File: src/rtl/mul_round_pack_if.sv
// Valid/ready bus between the normalise stage, the round/pack stage and its consumer.
// slave is the round/pack stage's view; master is the upstream/downstream environment.
interface mul_round_pack_if #(
    parameter int EXPO_W = 8,
    parameter int MANT_W = 23
);
    logic                       in_valid;
    logic                       in_ready;
    logic                       sign;
    logic [2:0]                 rm;
    logic [EXPO_W+1:0]          expo_2;
    logic [2*MANT_W+1:0]        mant_2;
    logic                       underflow;
    logic                       inexact_sft;
    logic                       bit_s_record;
    logic                       special_vld;
    logic [EXPO_W+MANT_W:0]     special_res;
    logic                       special_nv;
    logic                       out_valid;
    logic                       out_ready;
    logic [EXPO_W+MANT_W:0]     result;
    logic [4:0]                 fflags;

    modport master (
        output in_valid, sign, rm, expo_2, mant_2, underflow, inexact_sft,
               bit_s_record, special_vld, special_res, special_nv, out_ready,
        input  in_ready, out_valid, result, fflags
    );

    modport slave (
        input  in_valid, sign, rm, expo_2, mant_2, underflow, inexact_sft,
               bit_s_record, special_vld, special_res, special_nv, out_ready,
        output in_ready, out_valid, result, fflags
    );
endinterface

File: src/rtl/mul_round_pack.sv
// Final FP multiplier stage: IEEE-754 rounding under a dynamic mode, post-round
// carry/overflow/subnormal promotion, then packing of result and exception flags.
module mul_round_pack #(
    parameter int EXPO_W = 8,
    parameter int MANT_W = 23
) (
    input  logic            clk,
    input  logic            rst,
    mul_round_pack_if.slave bus
);
    localparam int RES_W = EXPO_W + MANT_W + 1;

    localparam logic [2:0] RM_RTZ = 3'b001;
    localparam logic [2:0] RM_RDN = 3'b010;
    localparam logic [2:0] RM_RUP = 3'b011;
    localparam logic [2:0] RM_RMM = 3'b100;

    localparam logic [EXPO_W+1:0] EXP_SAT = (EXPO_W+2)'((1 << EXPO_W) - 1);

    typedef struct packed {
        logic              sign;
        logic [2:0]        rm;
        logic [EXPO_W+1:0] expo;
        logic [MANT_W+1:0] rounded;
        logic              inexact;
        logic              underflow;
        logic              special_vld;
        logic [RES_W-1:0]  special_res;
        logic              special_nv;
    } s1_t;

    logic             s1_valid_q, s1_valid_d;
    s1_t              s1_q, s1_d;
    logic             out_valid_q, out_valid_d;
    logic [RES_W-1:0] result_q, result_d;
    logic [4:0]       fflags_q, fflags_d;
    logic             ready_s1;

    logic [MANT_W:0]  kept;
    logic             lsb, guard, sticky, round_inc;
    logic             unused_mant_msb;

    // Upstream guarantees the bit above the hidden bit is clear.
    assign unused_mant_msb = bus.mant_2[2*MANT_W+1];

    assign ready_s1      = !out_valid_q | bus.out_ready;
    assign bus.in_ready  = !s1_valid_q | ready_s1;
    assign bus.out_valid = out_valid_q;
    assign bus.result    = result_q;
    assign bus.fflags    = fflags_q;

    always_comb begin
        kept   = bus.mant_2[2*MANT_W:MANT_W];
        lsb    = bus.mant_2[MANT_W];
        guard  = bus.mant_2[MANT_W-1];
        sticky = (|bus.mant_2[MANT_W-2:0]) | bus.bit_s_record;
        case (bus.rm)
            RM_RTZ:  round_inc = 1'b0;
            RM_RDN:  round_inc = bus.sign & (guard | sticky);
            RM_RUP:  round_inc = !bus.sign & (guard | sticky);
            RM_RMM:  round_inc = guard;
            default: round_inc = guard & (sticky | lsb);
        endcase
    end

    always_comb begin
        s1_valid_d = s1_valid_q;
        s1_d       = s1_q;
        if (bus.in_ready) begin
            s1_valid_d = bus.in_valid;
            if (bus.in_valid) begin
                s1_d.sign        = bus.sign;
                s1_d.rm          = bus.rm;
                s1_d.expo        = bus.expo_2;
                s1_d.rounded     = {1'b0, kept} + (MANT_W+2)'(round_inc);
                s1_d.inexact     = guard | sticky | bus.inexact_sft;
                s1_d.underflow   = bus.underflow;
                s1_d.special_vld = bus.special_vld;
                s1_d.special_res = bus.special_res;
                s1_d.special_nv  = bus.special_nv;
            end
        end
    end

    logic [EXPO_W+1:0] exp_adj;
    logic [MANT_W-1:0] frac_adj;
    logic              overflow, to_inf, uf_flag, nx_flag;
    logic [RES_W-1:0]  pack_res;
    logic [4:0]        pack_flags;

    always_comb begin
        exp_adj  = s1_q.expo;
        frac_adj = s1_q.rounded[MANT_W-1:0];
        // Carry out of the mantissa bumps the exponent; a subnormal that rounds up
        // into the hidden bit becomes the smallest normal.
        if (s1_q.rounded[MANT_W+1]) begin
            exp_adj  = s1_q.expo + (EXPO_W+2)'(1);
            frac_adj = '0;
        end else if (s1_q.expo == '0 && s1_q.rounded[MANT_W]) begin
            exp_adj = (EXPO_W+2)'(1);
        end

        overflow = !s1_q.expo[EXPO_W+1] && (exp_adj >= EXP_SAT);
        case (s1_q.rm)
            RM_RTZ:  to_inf = 1'b0;
            RM_RDN:  to_inf = s1_q.sign;
            RM_RUP:  to_inf = !s1_q.sign;
            default: to_inf = 1'b1;
        endcase
        uf_flag = s1_q.underflow & s1_q.inexact;
        nx_flag = s1_q.inexact | overflow;

        if (s1_q.special_vld) begin
            pack_res   = s1_q.special_res;
            pack_flags = {s1_q.special_nv, 4'b0000};
        end else if (overflow) begin
            pack_res   = to_inf ? {s1_q.sign, {EXPO_W{1'b1}}, {MANT_W{1'b0}}}
                                : {s1_q.sign, {(EXPO_W-1){1'b1}}, 1'b0, {MANT_W{1'b1}}};
            pack_flags = {2'b00, 1'b1, uf_flag, 1'b1};
        end else begin
            pack_res   = {s1_q.sign, exp_adj[EXPO_W-1:0], frac_adj};
            pack_flags = {2'b00, 1'b0, uf_flag, nx_flag};
        end
    end

    always_comb begin
        out_valid_d = out_valid_q;
        result_d    = result_q;
        fflags_d    = fflags_q;
        if (ready_s1) begin
            out_valid_d = s1_valid_q;
            if (s1_valid_q) begin
                result_d = pack_res;
                fflags_d = pack_flags;
            end
        end
    end

    always_ff @(posedge clk) begin
        if (rst) begin
            s1_valid_q  <= 1'b0;
            s1_q        <= '0;
            out_valid_q <= 1'b0;
            result_q    <= '0;
            fflags_q    <= '0;
        end else begin
            s1_valid_q  <= s1_valid_d;
            s1_q        <= s1_d;
            out_valid_q <= out_valid_d;
            result_q    <= result_d;
            fflags_q    <= fflags_d;
        end
    end
endmodule
File: src/flat_wrapper.sv
// flat-port wrapper written by rule: the top's interface ports become plain ports
module mul_round_pack_flat 
#(
    parameter int EXPO_W = 8,
    parameter int MANT_W = 23
)
  (clk, rst, bus_in_valid, bus_sign, bus_rm, bus_expo_2, bus_mant_2, bus_underflow, bus_inexact_sft, bus_bit_s_record, bus_special_vld, bus_special_res, bus_special_nv, bus_out_ready, bus_in_ready, bus_out_valid, bus_result, bus_fflags);
  mul_round_pack_if #(.EXPO_W(EXPO_W), .MANT_W(MANT_W)) bus_i ();
  input  logic clk;
  input  logic rst;
  input wire logic [$bits(bus_i.in_valid)-1:0] bus_in_valid;
  input wire logic [$bits(bus_i.sign)-1:0] bus_sign;
  input wire logic [$bits(bus_i.rm)-1:0] bus_rm;
  input wire logic [$bits(bus_i.expo_2)-1:0] bus_expo_2;
  input wire logic [$bits(bus_i.mant_2)-1:0] bus_mant_2;
  input wire logic [$bits(bus_i.underflow)-1:0] bus_underflow;
  input wire logic [$bits(bus_i.inexact_sft)-1:0] bus_inexact_sft;
  input wire logic [$bits(bus_i.bit_s_record)-1:0] bus_bit_s_record;
  input wire logic [$bits(bus_i.special_vld)-1:0] bus_special_vld;
  input wire logic [$bits(bus_i.special_res)-1:0] bus_special_res;
  input wire logic [$bits(bus_i.special_nv)-1:0] bus_special_nv;
  input wire logic [$bits(bus_i.out_ready)-1:0] bus_out_ready;
  output wire logic [$bits(bus_i.in_ready)-1:0] bus_in_ready;
  output wire logic [$bits(bus_i.out_valid)-1:0] bus_out_valid;
  output wire logic [$bits(bus_i.result)-1:0] bus_result;
  output wire logic [$bits(bus_i.fflags)-1:0] bus_fflags;
  assign bus_i.in_valid = bus_in_valid;
  assign bus_i.sign = bus_sign;
  assign bus_i.rm = bus_rm;
  assign bus_i.expo_2 = bus_expo_2;
  assign bus_i.mant_2 = bus_mant_2;
  assign bus_i.underflow = bus_underflow;
  assign bus_i.inexact_sft = bus_inexact_sft;
  assign bus_i.bit_s_record = bus_bit_s_record;
  assign bus_i.special_vld = bus_special_vld;
  assign bus_i.special_res = bus_special_res;
  assign bus_i.special_nv = bus_special_nv;
  assign bus_i.out_ready = bus_out_ready;
  assign bus_in_ready = bus_i.in_ready;
  assign bus_out_valid = bus_i.out_valid;
  assign bus_result = bus_i.result;
  assign bus_fflags = bus_i.fflags;
  mul_round_pack #(.EXPO_W(EXPO_W), .MANT_W(MANT_W)) u_core (.clk(clk), .rst(rst), .bus(bus_i));
endmodule
File: config.mk
export PLATFORM = sky130hd
export DESIGN_NAME = mul_round_pack_flat
export DESIGN_NICKNAME = d
export VERILOG_FILES = /design/src/rtl/mul_round_pack_if.sv /design/src/rtl/mul_round_pack.sv /design/src/flat_wrapper.sv
export SDC_FILE = /design/constraint.sdc
export NUM_CORES = 1
export LEC_CHECK = 0
export BUFFER_PORTS_ARGS = -buffer_cell sky130_fd_sc_hd__buf_4
export CORE_ASPECT_RATIO = 0.75
export CORE_MARGIN = 2
export CORE_UTILIZATION = 40
export CTS_CLUSTER_DIAMETER = 150
export DETAILED_ROUTE_END_ITERATION = 16
export GPL_TIMING_DRIVEN = 0
export HOLD_SLACK_MARGIN = 0.03
export PLACE_DENSITY_LB_ADDON = 0.08
export SETUP_SLACK_MARGIN = 0.2
export SKIP_CTS_REPAIR_TIMING = 1
export SLEW_MARGIN = 20
export SYNTH_ARGS = -nofsm -noshare
export SYNTH_HDL_FRONTEND = slang
export SYNTH_SLANG_ARGS = --single-unit
File: constraint.sdc
create_clock -name clk -period 2.6 [get_ports clk]
set_input_delay 0.13 -clock clk [delete_from_list [all_inputs] [get_ports clk]]
set_output_delay 0.13 -clock clk [all_outputs]
set_load 0.02 [all_outputs]
== After elaboration in Yosys (flattened, before gate mapping) ==
Index checks and enable logic that the tools add are counted.

* Register bits: 114
* Input bits: 103
* Output and inout port bits: 39
* Logic and storage cells: 55

* $add $sub $neg: 2
* $lt $le $gt $ge: 1
* Equal/unequal tests: 7
* Mux-type cells: 10
* Bitwise logic cells: 11
* Reductions and logical operators: 11

{| class="wikitable"
|+ Operator list
! cell !! count
|-
| 32-bit two-way mux || 1
|-
| 31-bit two-way mux || 1
|-
| 24-bit by 1-bit adder with 25-bit output || 1
|-
| 24-bit two-way mux || 1
|-
| 23-bit two-way mux || 1
|-
| 22-bit OR reduction || 1
|-
| 10-bit two-way mux || 2
|-
| 3-bit by 2-bit equality test with 1-bit output (second input constant) || 4
|-
| 10-bit by 1-bit adder with 10-bit output (second input constant) || 1
|-
| 10-bit by 8-bit >= comparator with 1-bit output (second input constant) || 1
|-
| 10-bit zero test || 1
|-
| 1-bit OR || 7
|-
| 3-bit by 1-bit equality test with 1-bit output (second input constant) || 2
|-
| 1-bit zero test || 5
|-
| 5-bit two-way mux || 1
|-
| 1-bit AND || 4
|-
| 1-bit one-hot mux with 4 select lines || 1
|-
| 2-bit AND reduction || 2
|-
| 3-bit equality test (second input constant) || 1
|-
| 3-bit two-way mux || 1
|-
| 1-bit one-hot mux with 3 select lines || 1
|-
| 1-bit logical AND || 2
|}

== Longest topological paths before layout ==
* Word-level depth: 9
* Mapped depth: 14
* Gate-level depth less buffers: 14

== Worst setup path after synthesis ==
Ideal clock, no wire load.

* Path type: in2reg
* Start point: in bus_mant_2[10]
* End point: reg u_core.s1_q[56] (netlist name)
* Setup time: 86 ps
* Data arrival time: 2427 ps
* Data required time: 2514 ps
* Slack: 87 ps
* Stages on the path: 14
* Path buffers: 0
* Cells stage by stage: nor4_1 and4_1 nand4b_1 maj3_1 a21oi_1 nor2_1 ha_1 ha_1 nand3_1 nand2b_1 nor3_1 and3_1 xnor2_1 a211oi_1

* Word-level cells in the longest chain between the ends: 6
* Elaborated cells between the ends (all ways): 9
* Those cells by class: add/sub: 1; mux: 1; bitwise: 6; reduce/logical: 1

{| class="wikitable"
|+ Ends and longest elaborated chain
! item !! RTL line !! RTL
|-
| start: declaration || flat_wrapper.sv:15 || <nowiki>input wire logic [$bits(bus_i.mant_2)-1:0] bus_mant_2;</nowiki>
|-
| 22-bit OR reduction * || mul_round_pack.sv:56 || <nowiki>sticky = (|bus.mant_2[MANT_W-2:0]) | bus.bit_s_record;</nowiki>
|-
| 1-bit OR * || mul_round_pack.sv:56 ||
|-
| 1-bit OR, on equally long branches || mul_round_pack.sv:62, mul_round_pack.sv:59, mul_round_pack.sv:60 ||
|-
| 1-bit AND, on equally long branches || mul_round_pack.sv:62, mul_round_pack.sv:59, mul_round_pack.sv:60 ||
|-
| 1-bit one-hot mux with 4 select lines * || mul_round_pack.sv:57 || <nowiki>case (bus.rm)</nowiki>
|-
| 24-bit by 1-bit adder with 25-bit output * || mul_round_pack.sv:75 || <nowiki>s1_d.rounded = {1'b0, kept} + (MANT_W+2)'(round_inc);</nowiki>
|-
| end signal: assignment || mul_round_pack.sv:142 || <nowiki>s1_q <= '0;</nowiki>
|-
| end signal: assignment || mul_round_pack.sv:148 || <nowiki>s1_q <= s1_d;</nowiki>
|-
| end: declaration || mul_round_pack.sv:33 || <nowiki>s1_t s1_q, s1_d;</nowiki>
|}

Mark *: on every way between the ends. The rest lies on a longest branch, timed or not.
A chain may end at the register's enable or synchronous reset.

== Worst setup path after layout ==
* Start point: in bus_mant_2[1]
* End point: reg u_core.s1_q[57] (netlist name)

The elaborated chain is that of the path after synthesis.

==> flow_metrics.py <==
metrics = {
    "timing": {
        "finalMaxSlewViolations": 0,
        "finalCritPeriodShare": 0.892,
        "worst_slew_pin_slew_ns": 0.704,
        "skew_ns": 0.00895,
        "holdWs_ns": -0.00126,
        "grt_setup_unrepaired": "yes",
        "period_needed_ns": 2.32,
        "timing.slew.headroom": 0.531,
        "max_freq_ghz": 0.431,
        "setup_viol": 0,
        "setup-tns-final_ns": 0,
        "hold_violations": 1,
    },
    "pwr": {
        "p_leak_nw": 3.16,
        "power_mw": 4.86,
        "pwr-share-comb": 0.144,
        "switchingPower_mw": 1.23,
        "pwr-share-clk": 0.461,
        "p_seq_frac": 0.395,
        "swShare": 0.253,
        "p_per_area_nw_per_um2": 622,
        "p_int_mw": 3.63,
        "peakVddDrop_uv": 373,
    },
    "grt": {
        "gr-total-overflow": 0,
        "grt_antenna_before_repair": 0,
        "grt_use_total": 0.245,
        "grt_max_degree": 17,
        "grt_first_pass_wirelength_microns": 26600,
        "grt_pass1_vias": 5109,
        "grtUsageMet2": 0.349,
        "top_usage_layer": "met1",
        "grt_use_met3": 0.0798,
        "grtUsageMet1": 0.353,
    },
    "status": {
        "failed_checks": "hold timing",
        "status": "finished, violations left",
    },
    "cts": {
        "ctsRootBufferMaster": "clkbuf_16",
        "numCtsBuffers": 17,
        "cts_tree": "yes",
        "clkLatencyLatePin_ns": 0.41,
        "cts_buffer_depth": 2,
        "clock-sinks": 113,
        "path_clk_slew_ns": 0.05,
        "cts_htree_levels": 4,
    },
    "place": {
        "io_buffers": 138,
        "placed_area_sq_um": 6550,
        "place_congestion": 0.857,
        "place_hpwl_microns": 13000,
    },
    "logic_synthesis": {
        "yosysMostFrequentCell": "nand2_1",
        "yosysUniqueCellTypes": 55,
        "synth_edf_count": 0,
        "synthAdderAreaFrac": 0.0137,
        "synth_top_area_cell": "dfxtp_1",
        "synth-seq-area-share": 0.428,
        "syn_area_sq_um": 5290,
        "ys_ff_latch": 113,
        "synth_top_area_frac": 0.428,
        "synthTopCellsByArea": "dfxtp_1 (43%), nand2_1 (10%), a21oi_1 (6.0%), o211ai_2 (4.7%), o2111ai_1 (3.8%)",
        "yosys-mux-area-fraction": 0.00379,
        "syn_inst": 641,
        "yosys.area_share.xor_xnor": 0.0481,
        "synth_top_family_by_area": "compound AO/OA/AOI/OAI gates",
        "syn_nets": 749,
        "synth.avg_cell_area_sq_um": 8.25,
        "synthArstFlopShare": 0,
        "yosys.area_share.simple": 0.212,
        "synth_ff_type": "dfxtp_1",
        "yosys-top-cells-count": "nand2_1 (144), dfxtp_1 (113), a21oi_1 (63)",
        "yosysWarnings": 0,
        "synth-compound-area-share": 0.250,
    },
    "floorplanning": {
        "core_area_sq_um": 12900,
        "pin_count": 142,
        "rows": 36,
        "die_width_microns": 137,
        "start_util": 0.409,
        "chipHeight_microns": 104,
        "fp.dieArea_sq_um": 14200,
    },
    "route": {
        "drt_iter0_markers": 368,
        "post_drt_wl_per_cell_microns": 17.3,
        "drt_pass1_iterations": 6,
        "routed_wl_microns": 18000,
        "ant_nets": 0,
        "vias": 5591,
        "drc_errors": 0,
        "viasPerCell": 5.40,
    },
    "critical_path": {
        "cp.arrival_ns": 2.64,
        "cp_max_fo": 4,
        "start_kind": "input pin",
        "cp-end-kind": "register",
        "critPathKind": "input pin to register",
        "worstPathRequired_ns": 2.92,
    },
    "layout": {
        "final_cell_area_sq_um": 7810,
        "area_growth_pct": 47.7,
        "num_antenna_cells": 0,
        "nNetsFinal": 962,
        "drive_above_1_share": 0.270,
        "nFillCells": 1179,
    },
    "worst_hold_path": {
        "holdCritPathClass": "input pin to register",
    },
    "job": {
        "drv_cap": 0,
    },
}
## critical path: stages
cell      delay [ns]
buf_4           0.12
nor4_4          0.27
and4_1          0.25
nand4b_1        0.10
maj3_2          0.34
a21oi_2         0.12
nor2_1          0.09
ha_1            0.19
and3_1          0.19
and3_1          0.20
nand2b_1        0.20
nor3_1          0.09
xnor2_1         0.13
a211oi_1        0.22
## sequential cells by signal, indices dropped and copies added, names as in the netlist
register and count:
u_core.s1_valid_q 1, u_core.bus.fflags 4, u_core.s1_q 75, u_core.bus.out_valid 1, u_core.bus.result 32
## power groups by stage
| stage | logic (mW) | registers, mW | clock network, mW |
|---|---|---|---|
| final | 0.700 | 1.92 | 2.24 |
| after floorplan | 0.293 | 1.96 | 0 |
| after global routing | 0.761 | 1.93 | 2.33 |
| after CTS | 0.611 | 1.91 | 2.26 |
| after detailed placement | 0.608 | 1.95 | 0 |
| after global placement | 0.600 | 1.94 | 0 |
## metrics by stage
step	setup slack, ns	cells	hold slack [ns]	util
after floorplan	0.204	641	0.266	-
after global placement	-0.325	950	0.381	0.507
after detailed placement	-0.374	950	0.389	0.507
after CTS	-0.407	979	-0.0404	0.550
after global routing	0.155	1035	0.0175	0.604
final	0.281	1035	-0.00126	0.604
## area by class of cell
class / instances / area, sq um / area share
plain buffers: 50 / 240 / 0.0308
clock buffers: 23 / 478 / 0.0612
multi-input cells: 473 / 2930 / 0.375
flip-flops and latches: 113 / 2270 / 0.291
inverters: 5 / 18.8 / 0.00240
well taps: 171 / 214 / 0.0274
clock inverters: 6 / 82.6 / 0.0106
repair buffers: 194 / 1570 / 0.202
## cells in the final DEF (no fill, tap or decap), drive strengths merged, types with 3 or more instances in the layout
cell         count
buf            158
nand2          144
dfxtp          113
a21oi           63
clkbuf          62
dlygate4sd3     47
nor2            40
o21ai           28
a211oi          25
o2111ai         23
o211ai          23
xor2            17
xnor2           12
nand3           12
and3            11
nand2b           7
nand4            7
nor4             7
nor3             6
inv              5
ha               5
nor2b            4
nor3b            3
a22o             3
clkinv           3
a31oi            3
a311oi           3
## logic make-up (layout without fill, tap and decap cells)
family,Yosys count,after routing
compound gates,184,184
xor+xnor,29,29
fa+ha+maj,6,6
buf+inv,55,278
flops,113,113
mux,2,2
other cells,1,1
simple gates,251,251
## layer usage
layer / routed length [microns] / share of wire
met2: 7840 / 0.44
met4: 150 / 0.0084
met3: 1650 / 0.092
met1: 8320 / 0.46
met5: 0 / 0
## final timing paths
| path | start | end | slack (ns) | cells after the start |
|---|---|---|---|---|
| setup / recovery | bus_mant_2[1] | u_core.s1_q[57] | 0.28 | 14 |
| hold / removal | bus_rm[0] | u_core.s1_q[71] | -0.001 | 3 |
| setup reg to reg | u_core.s1_q[66] | u_core.bus.result[21] | 0.29 | 8 |
| hold reg to reg | u_core.bus.fflags[4] | u_core.bus.fflags[4] | 0.46 | 2 |
Power figures use the tool's default switching activity.
